--- config.mk ---
export PLATFORM = sky130hd
export DESIGN_NAME = mem_arbiter
export DESIGN_NICKNAME = d
export VERILOG_FILES = /design/src/rtl/mem_arbiter.sv
export SDC_FILE = /design/constraint.sdc
export NUM_CORES = 1
export LEC_CHECK = 0
export ABC_AREA = 1
export CORE_ASPECT_RATIO = 1.5
export CORE_MARGIN = 5
export CORE_UTILIZATION = 35
export DETAILED_ROUTE_END_ITERATION = 7
export PLACE_DENSITY = 0.77
export SLEW_MARGIN = 20
export SYNTH_ARGS = -nofsm -noshare
export SYNTH_HDL_FRONTEND = slang
export SYNTH_SLANG_ARGS = --single-unit
export TNS_END_PERCENT = 30
--- constraint.sdc ---
create_clock -name clk -period 1.9 [get_ports clk]
set_clock_uncertainty 0.15 [all_clocks]
set_input_delay 0.38 -clock clk [delete_from_list [all_inputs] [get_ports clk]]
set_output_delay 0.38 -clock clk [all_outputs]
set_load 0.05 [all_outputs]
--- src/rtl/mem_arbiter.sv ---
// mem_arbiter: arbitrates I-cache and D-cache requests onto one pipelined memory.
// Fills are issued as BURST back-to-back reads from the aligned block base, and the
// returned words are steered to the granted cache. D-cache writes are single-word.
module mem_arbiter #(
   parameter int BURST  = 8,
   parameter int ADDR_W = 16,
   parameter int DATA_W = 16
) (
   input  logic                     clk,
   input  logic                     rst,
   input  logic                     i_req,
   input  logic [ADDR_W-1:0]        i_addr,
   output logic                     i_busy,
   output logic                     i_data_valid,
   output logic [$clog2(BURST)-1:0] i_word,
   output logic                     i_done,
   input  logic                     d_req,
   input  logic                     d_wr,
   input  logic [ADDR_W-1:0]        d_addr,
   input  logic [DATA_W-1:0]        d_wdata,
   output logic                     d_busy,
   output logic                     d_data_valid,
   output logic [$clog2(BURST)-1:0] d_word,
   output logic                     d_done,
   output logic [DATA_W-1:0]        rd_data,
   output logic [ADDR_W-1:0]        mem_addr,
   output logic                     mem_enable,
   output logic                     mem_wr,
   output logic [DATA_W-1:0]        mem_data_in,
   input  logic [DATA_W-1:0]        mem_data_out,
   input  logic                     mem_data_valid
);

   localparam int CW = $clog2(BURST);
   localparam logic [CW-1:0] LAST = CW'(BURST - 1);
   // Block alignment mask: BURST words of 2 bytes each.
   localparam logic [ADDR_W-1:0] BLOCK_MASK = ~ADDR_W'(2 * BURST - 1);

   typedef enum logic [1:0] {IDLE, ISSUE, DRAIN, WRITE} state_t;

   state_t            state;
   logic              grant_d;    // current owner: 1 = D-cache, 0 = I-cache
   logic              last_d;     // owner of the most recent grant
   logic [ADDR_W-1:0] addr_reg;   // address latched at grant
   logic [DATA_W-1:0] wdata_reg;  // write data latched at grant
   logic [CW-1:0]     iss_cnt;    // reads issued so far in this burst
   logic [CW-1:0]     ret_cnt;    // words returned so far in this burst

   logic active;
   logic ret_fire;
   logic ret_done;

   // Return qualification: memory data only counts while a fill is outstanding.
   always_comb begin
      active   = (state == ISSUE) || (state == DRAIN);
      ret_fire = active && mem_data_valid;
      ret_done = ret_fire && (ret_cnt == LAST);
   end

   // Arbitration and burst sequencing; reset aborts any operation instantly.
   always_ff @(posedge clk or posedge rst) begin
      if (rst) begin
         state     <= IDLE;
         grant_d   <= 1'b0;
         last_d    <= 1'b0;
         addr_reg  <= '0;
         wdata_reg <= '0;
         iss_cnt   <= '0;
         ret_cnt   <= '0;
      end else begin
         if (ret_fire) begin
            ret_cnt <= ret_done ? '0 : ret_cnt + 1'b1;
         end
         case (state)
            IDLE: begin
               iss_cnt <= '0;
               ret_cnt <= '0;
               // On a tie the side that did not win last time is served.
               if (d_req && (!i_req || !last_d)) begin
                  grant_d   <= 1'b1;
                  last_d    <= 1'b1;
                  addr_reg  <= d_addr;
                  wdata_reg <= d_wdata;
                  state     <= d_wr ? WRITE : ISSUE;
               end else if (i_req) begin
                  grant_d  <= 1'b0;
                  last_d   <= 1'b0;
                  addr_reg <= i_addr;
                  state    <= ISSUE;
               end
            end
            ISSUE: begin
               iss_cnt <= iss_cnt + 1'b1;
               if (iss_cnt == LAST) begin
                  state <= ret_done ? IDLE : DRAIN;
               end
            end
            DRAIN: begin
               if (ret_done) begin
                  state <= IDLE;
               end
            end
            WRITE: begin
               state <= IDLE;
            end
            default: state <= IDLE;
         endcase
      end
   end

   // Output decode from registered state; returns are steered in the cycle they arrive.
   always_comb begin
      i_busy       = (state != IDLE) && !grant_d;
      d_busy       = (state != IDLE) && grant_d;
      i_data_valid = ret_fire && !grant_d;
      d_data_valid = ret_fire && grant_d;
      i_word       = (ret_fire && !grant_d) ? ret_cnt : '0;
      d_word       = (ret_fire && grant_d) ? ret_cnt : '0;
      i_done       = ret_done && !grant_d;
      d_done       = (ret_done && grant_d) || (state == WRITE);
      rd_data      = ret_fire ? mem_data_out : '0;
      mem_enable   = (state == ISSUE) || (state == WRITE);
      mem_wr       = (state == WRITE);
      mem_addr     = '0;
      mem_data_in  = '0;
      if (state == ISSUE) begin
         mem_addr = (addr_reg & BLOCK_MASK) + (ADDR_W'(iss_cnt) << 1);
      end else if (state == WRITE) begin
         mem_addr    = addr_reg;
         mem_data_in = wdata_reg;
      end
   end

endmodule

### Word-level counts from Yosys, hierarchy flattened

Index checks and enable logic that the tools add are counted.

| word-level totals | value |
|---|---|
| register bits | 41 |

| cells by class | value |
|---|---|
| add/sub/neg operators | 3 |
| equal/unequal tests | 8 |
| multiplexer cells | 22 |
| reduce and logical (&&, ||, !) cells | 23 |

Operators with widths:

| kind | number |
|---|---|
| $mux W16 | 7 |
| $add A16 B4 Y16 | 1 |
| $mux W3 | 5 |
| $mux W2 | 6 |
| $logic_and A1 B1 Y1 | 9 |
| $pmux W2 S4 | 1 |
| $reduce_bool A2 Y1 | 4 |
| $add A3 B1 Y3 const B | 2 |
| $eq A3 B3 Y1 const B | 2 |
| $pmux W3 S2 | 1 |
| $eq A2 B2 Y1 const B | 2 |
| $logic_or A1 B1 Y1 | 4 |
| $reduce_and A2 Y1 | 2 |
| $ne A3 B3 Y1 const B | 1 |
| $reduce_and A3 Y1 | 1 |
| $eq A2 B1 Y1 const B | 1 |
| $logic_not A1 Y1 | 2 |
| $logic_not A2 Y1 | 1 |
| $mux W1 | 2 |
| $ne A2 B1 Y1 const B | 1 |
| $ne A2 B2 Y1 const B | 1 |

### Longest topological paths before layout

| logic depth | value |
|---|---|
| depth after elaboration | 7 |
| gate-level depth with buffers | 8 |
| mapped depth without buffers | 8 |

### Worst setup path after synthesis

No wires, ideal clock.

| timing path | value |
|---|---|
| path kind | register to output |
| start point | reg state[0] |
| end point | out d_word[0] |
| data arrival time | 2.476 ns |
| required time | 1.370 ns |
| setup slack | -1.106 ns |
| stages on the path, launching flop included | 8 |
| buffers on the path | 1 |
| path through | dfrtp_1 > inv_1 > ha_1 > nand2_1 > buf_2 > nor2_1 > inv_1 > nor2_1 |

| on the way | value |
|---|---|
| longest elaborated chain between the ends | 5 |
| elaborated cells on any way between the ends | 6 |
| classes of those cells | eq/ne: 2; mux: 1; reduce/logical: 3 |

RTL lines:

| what | RTL line | source |
|---|---|---|
| start: declaration | 41 | `state_t state;` |
| start signal: assignment | 84 | `state <= d_wr ? WRITE : ISSUE;` |
| start signal: assignment | 95 | `state <= ret_done ? IDLE : DRAIN;` |
| $eq A2 B1 Y1 / $eq A2 B2 Y1 (equally long branches) | 55 | `active = (state == ISSUE) \|\| (state == DRAIN);` |
| $logic_or A1 B1 Y1 (*) | 55 |  |
| $logic_and A1 B1 Y1 (*) | 56 | `ret_fire = active && mem_data_valid;` |
| $logic_and A1 B1 Y1 (*) | n/a |  |
| named net d_data_valid | 22 | `output logic d_data_valid,` |
| $mux W3 (*) | 118 | `d_word = (ret_fire && grant_d) ? ret_cnt : '0;` |
| end: declaration | 23 | `output logic [$clog2(BURST)-1:0] d_word,` |

The timed path passes the listed nets; every way through them passes the cells marked *.

### Worst setup path in the final report

| timing path | value |
|---|---|
| start point | reg state[0] |
| end point | out i_word[1] |

| on the way | value |
|---|---|
| longest elaborated chain between the ends | 5 |
| elaborated cells on any way between the ends | 6 |
| classes of those cells | eq/ne: 2; mux: 1; reduce/logical: 3 |

RTL lines:

| what | RTL line | source |
|---|---|---|
| $eq A2 B1 Y1 / $eq A2 B2 Y1 (equally long branches) | 55 |  |
| $logic_or A1 B1 Y1 (*) | 55 |  |
| $logic_and A1 B1 Y1 (*) | 56 |  |
| $logic_and A1 B1 Y1 (*) | 117 | `i_word = (ret_fire && !grant_d) ? ret_cnt : '0;` |
| $mux W3 (*) | 117 |  |
| end: declaration | 15 | `output logic [$clog2(BURST)-1:0] i_word,` |

Mark *: on every way between the ends. The rest lies on a longest branch, timed or not.

==> results.txt <==
run status = complete, but fails checks
violated checks = negative setup slack
post-synthesis xor/xnor area fraction = 0
Cell Chain, Critical Path = inv_2, ha_4, nand2_8, nor2_4, inv_4, nor2_4, buf_12
hold buffers post-CTS = 0
layer with the highest usage = met2
Routed Antenna Nets = 0
gr usage total = 0.194
GR Util met2 = 0.372
WHS = 0.248 ns
largest net degree at the start of global routing = 34
Yosys Warn Count = 0
Max stage delay cell, worst path = dfrtp_2
synthesized area per cell = 6.94 um2
Worst EP required = 1.37 ns
crit path capture = i_word[1]
Critical Path Fanout Max = 5
vias in the first global route = 2,852
period utilization = 1.16
first-pass GRT wire length = 13,800 um
Yosys top cell by area = dfrtp_1
Post-Synth Adder-Cell Area = 0.0415
RSZ-0062 raised after global routing = true
Remaining DRCs = 0
dominant synthesized flop cell = dfrtp_1
final WL = 8410 um
final core occ = 0.736
CP Launch Type = register
post-synthesis mux area share = 0
global-route met1 utilization = 0.209
Filler cells = 496
Crit path top cell by count = nor2_4
synth top area cells = dfrtp_1 (43%), nand2_1 (12%), nor2_1 (10%)
total gr overflow = 0
Hold Path Class = in2async
Peak VDD IR = 0.000875 V
root buffer cell = clkbuf_8
Simple-Gate Fraction of Synth Area = 0.292
endpoints failing setup = 60
Slew Limit Headroom = 0.740
sequential area share after synthesis = 0.425
top cell type's share of synthesized area = 0.425
Cell Rows = 37
Initial Util = 0.355
Port Buf Inserts = 131
setup TNS = -13.39 ns
Post-Syn Nets = 426
Max-Cap Viols = 0
Overall Power = 7200 uW
Synth cell types = 23
R2R cell count = 8
Synth Area in Compound Gates = 0.103
DR iter-0 viols = 109
Layout area overhead = 107%
met3 Track Usage GR = 0.0227
Avg Vias per Cell = 4.68
R2R setup slack = 0.08 ns
initial antenna violation count = 0
Worst Setup SP = state[0]$_DFFE_PP0P_
cell family with most CP delay = flip-flops
CP Class = reg2out
CTS Buffer Depth = 2
Post-synth EDFFs = 0
power per standard cell area = 1440 mW/mm2
Fmax achieved = 455 MHz
drt pass-1 iters = 4
Post-Syn Area = 0.00241 mm2
chip height = 112 um
max-slew violations = 0
setup ws final = -0.296 ns
share of layout cells above drive strength 1 = 0.353
Synth Instances = 348
core region area = 0.00681 mm2
clk sinks = 41
Avg WL per Cell = 14.5 um
Pleak = 0.00233 uW
TritonCTS buffer count = 5
worst skew pair latency = 0.30 ns
Final Hold Fails = 0
DR vias = 2,711
ant diodes = 0
TritonCTS clock tree = done
fin crit period = 2.20 ns
main combinational cell family by area after synthesis = simple AND/OR/NAND/NOR gates
Tightest Pin Transition = 0.390 ns
Worst Path Arrival = 1.67 ns
FF+latch count, synth = 41
hpwl dp = 6560 um
slowest stage delay, CP = 0.43 ns
full die area = 0.00869 mm2
CP bufs+invs = 3
clk slew on worst S/H paths = 0.08 ns
Post-synth ARST share = 1.00
RD Place Congestion = 0.789
Stages on worst setup path = 7
FF-to-FF End = state[1]$_DFFE_PP0P_
Die X = 77.8 um
H-tree Lvls = 2
FF-to-FF Start = state[0]$_DFFE_PP0P_
CP endpoint kind = primary output
Ports = 132
nets = 578
-- report_power, final --
part / internal, uW / switching, uW
Clock: 429 / 307
Sequential: 1260 / 169
Combinational: 2120 / 2920
Total: 3800 / 3390
-- routing by layer --
| layer | wire length [um] | vias to the layer above |
|---|---|---|
| met2 | 4880 | 76 |
| met1 | 2960 | 1260 |
| met4 | 263 | 0 |
| met3 | 303 | 19 |
| met5 | 0 | - |
| li1 | - | 1356 |
-- per-stage QoR --
stage               cells  instance area (um2)  setup slack [ns]
floorplan             348                 2700            -0.282
global placement      563                 4580            -0.175
detailed placement    563                 4580            -0.228
CTS                   574                 4900            -0.290
global route          579                 5010            -0.345
finish                579                 5010            -0.296
-- synthesized netlist by cell type, types with 3 or more instances --
library cell  instances
o21ai_1               9
a21oi_1               9
dfrtp_1              41
clkbuf_1              3
inv_1                63
o21ai_0              23
ha_1                  8
buf_2                 7
nor2_1               66
nand3_1              22
buf_6                 3
nand2_1              80
o22ai_1               3
-- logic make-up (layout without fill, tap and decap cells) --
family	count (synthesis)	in the layout
compound gates	46	46
fa+ha+maj	8	8
simple gates	173	174
flops	41	41
buf+inv	80	232
-- timing repair --
action                                 CTS  global route
resized for setup                       45            19
endpoints found under the hold margin    0             0
pin swaps                                6             4
setup endpoints to repair               59            63
cloned                                   1             0
buffers inserted                         2             5
-- cells in the final DEF, fill, tap and decap left out, drive strengths merged, types with 8 or more instances in the layout --
cell / n
a21oi: 10
dfrtp: 41
ha: 8
nand2: 83
nand3: 23
buf: 90
clkdlybuf4s50: 68
inv: 64
nor2: 66
o21ai: 32
-- area by class of cell --
| class | instances | area [um2] | area share |
|---|---|---|---|
| well taps | 78 | 97.6 | 0.0195 |
| clock inverters | 1 | 30.0 | 0.00600 |
| multi-input cells | 228 | 1460 | 0.291 |
| clock buffers | 7 | 86.3 | 0.0172 |
| inverters | 65 | 250 | 0.0500 |
| repair buffers | 159 | 2060 | 0.411 |
| flip-flops and latches | 41 | 1030 | 0.205 |
-- worst min path at each step --
stage	start	to	slack (ns)	cells after the start
global route	rst	wdata_reg[4]$_DFFE_PP0P_	0.31	2
floorplan	wdata_reg[10]$_DFFE_PP0P_	wdata_reg[10]$_DFFE_PP0P_	0.30	2
finish	rst	wdata_reg[4]$_DFFE_PP0P_	0.25	2
CTS	rst	wdata_reg[4]$_DFFE_PP0P_	0.27	2
global placement	wdata_reg[7]$_DFFE_PP0P_	wdata_reg[7]$_DFFE_PP0P_	0.32	2
detailed placement	wdata_reg[14]$_DFFE_PP0P_	wdata_reg[14]$_DFFE_PP0P_	0.33	2
-- worst register-to-register path: cells and delay by family (launching register included) --
| kind | cells | cell delay, ns |
|---|---|---|
| flops | 1 | 0.43 |
| simple gates | 4 | 0.38 |
| fa+ha+maj | 1 | 0.31 |
| buf+inv | 2 | 0.27 |
| compound gates | 1 | 0.16 |
No activity file was read; power rests on OpenSTA's default activity.
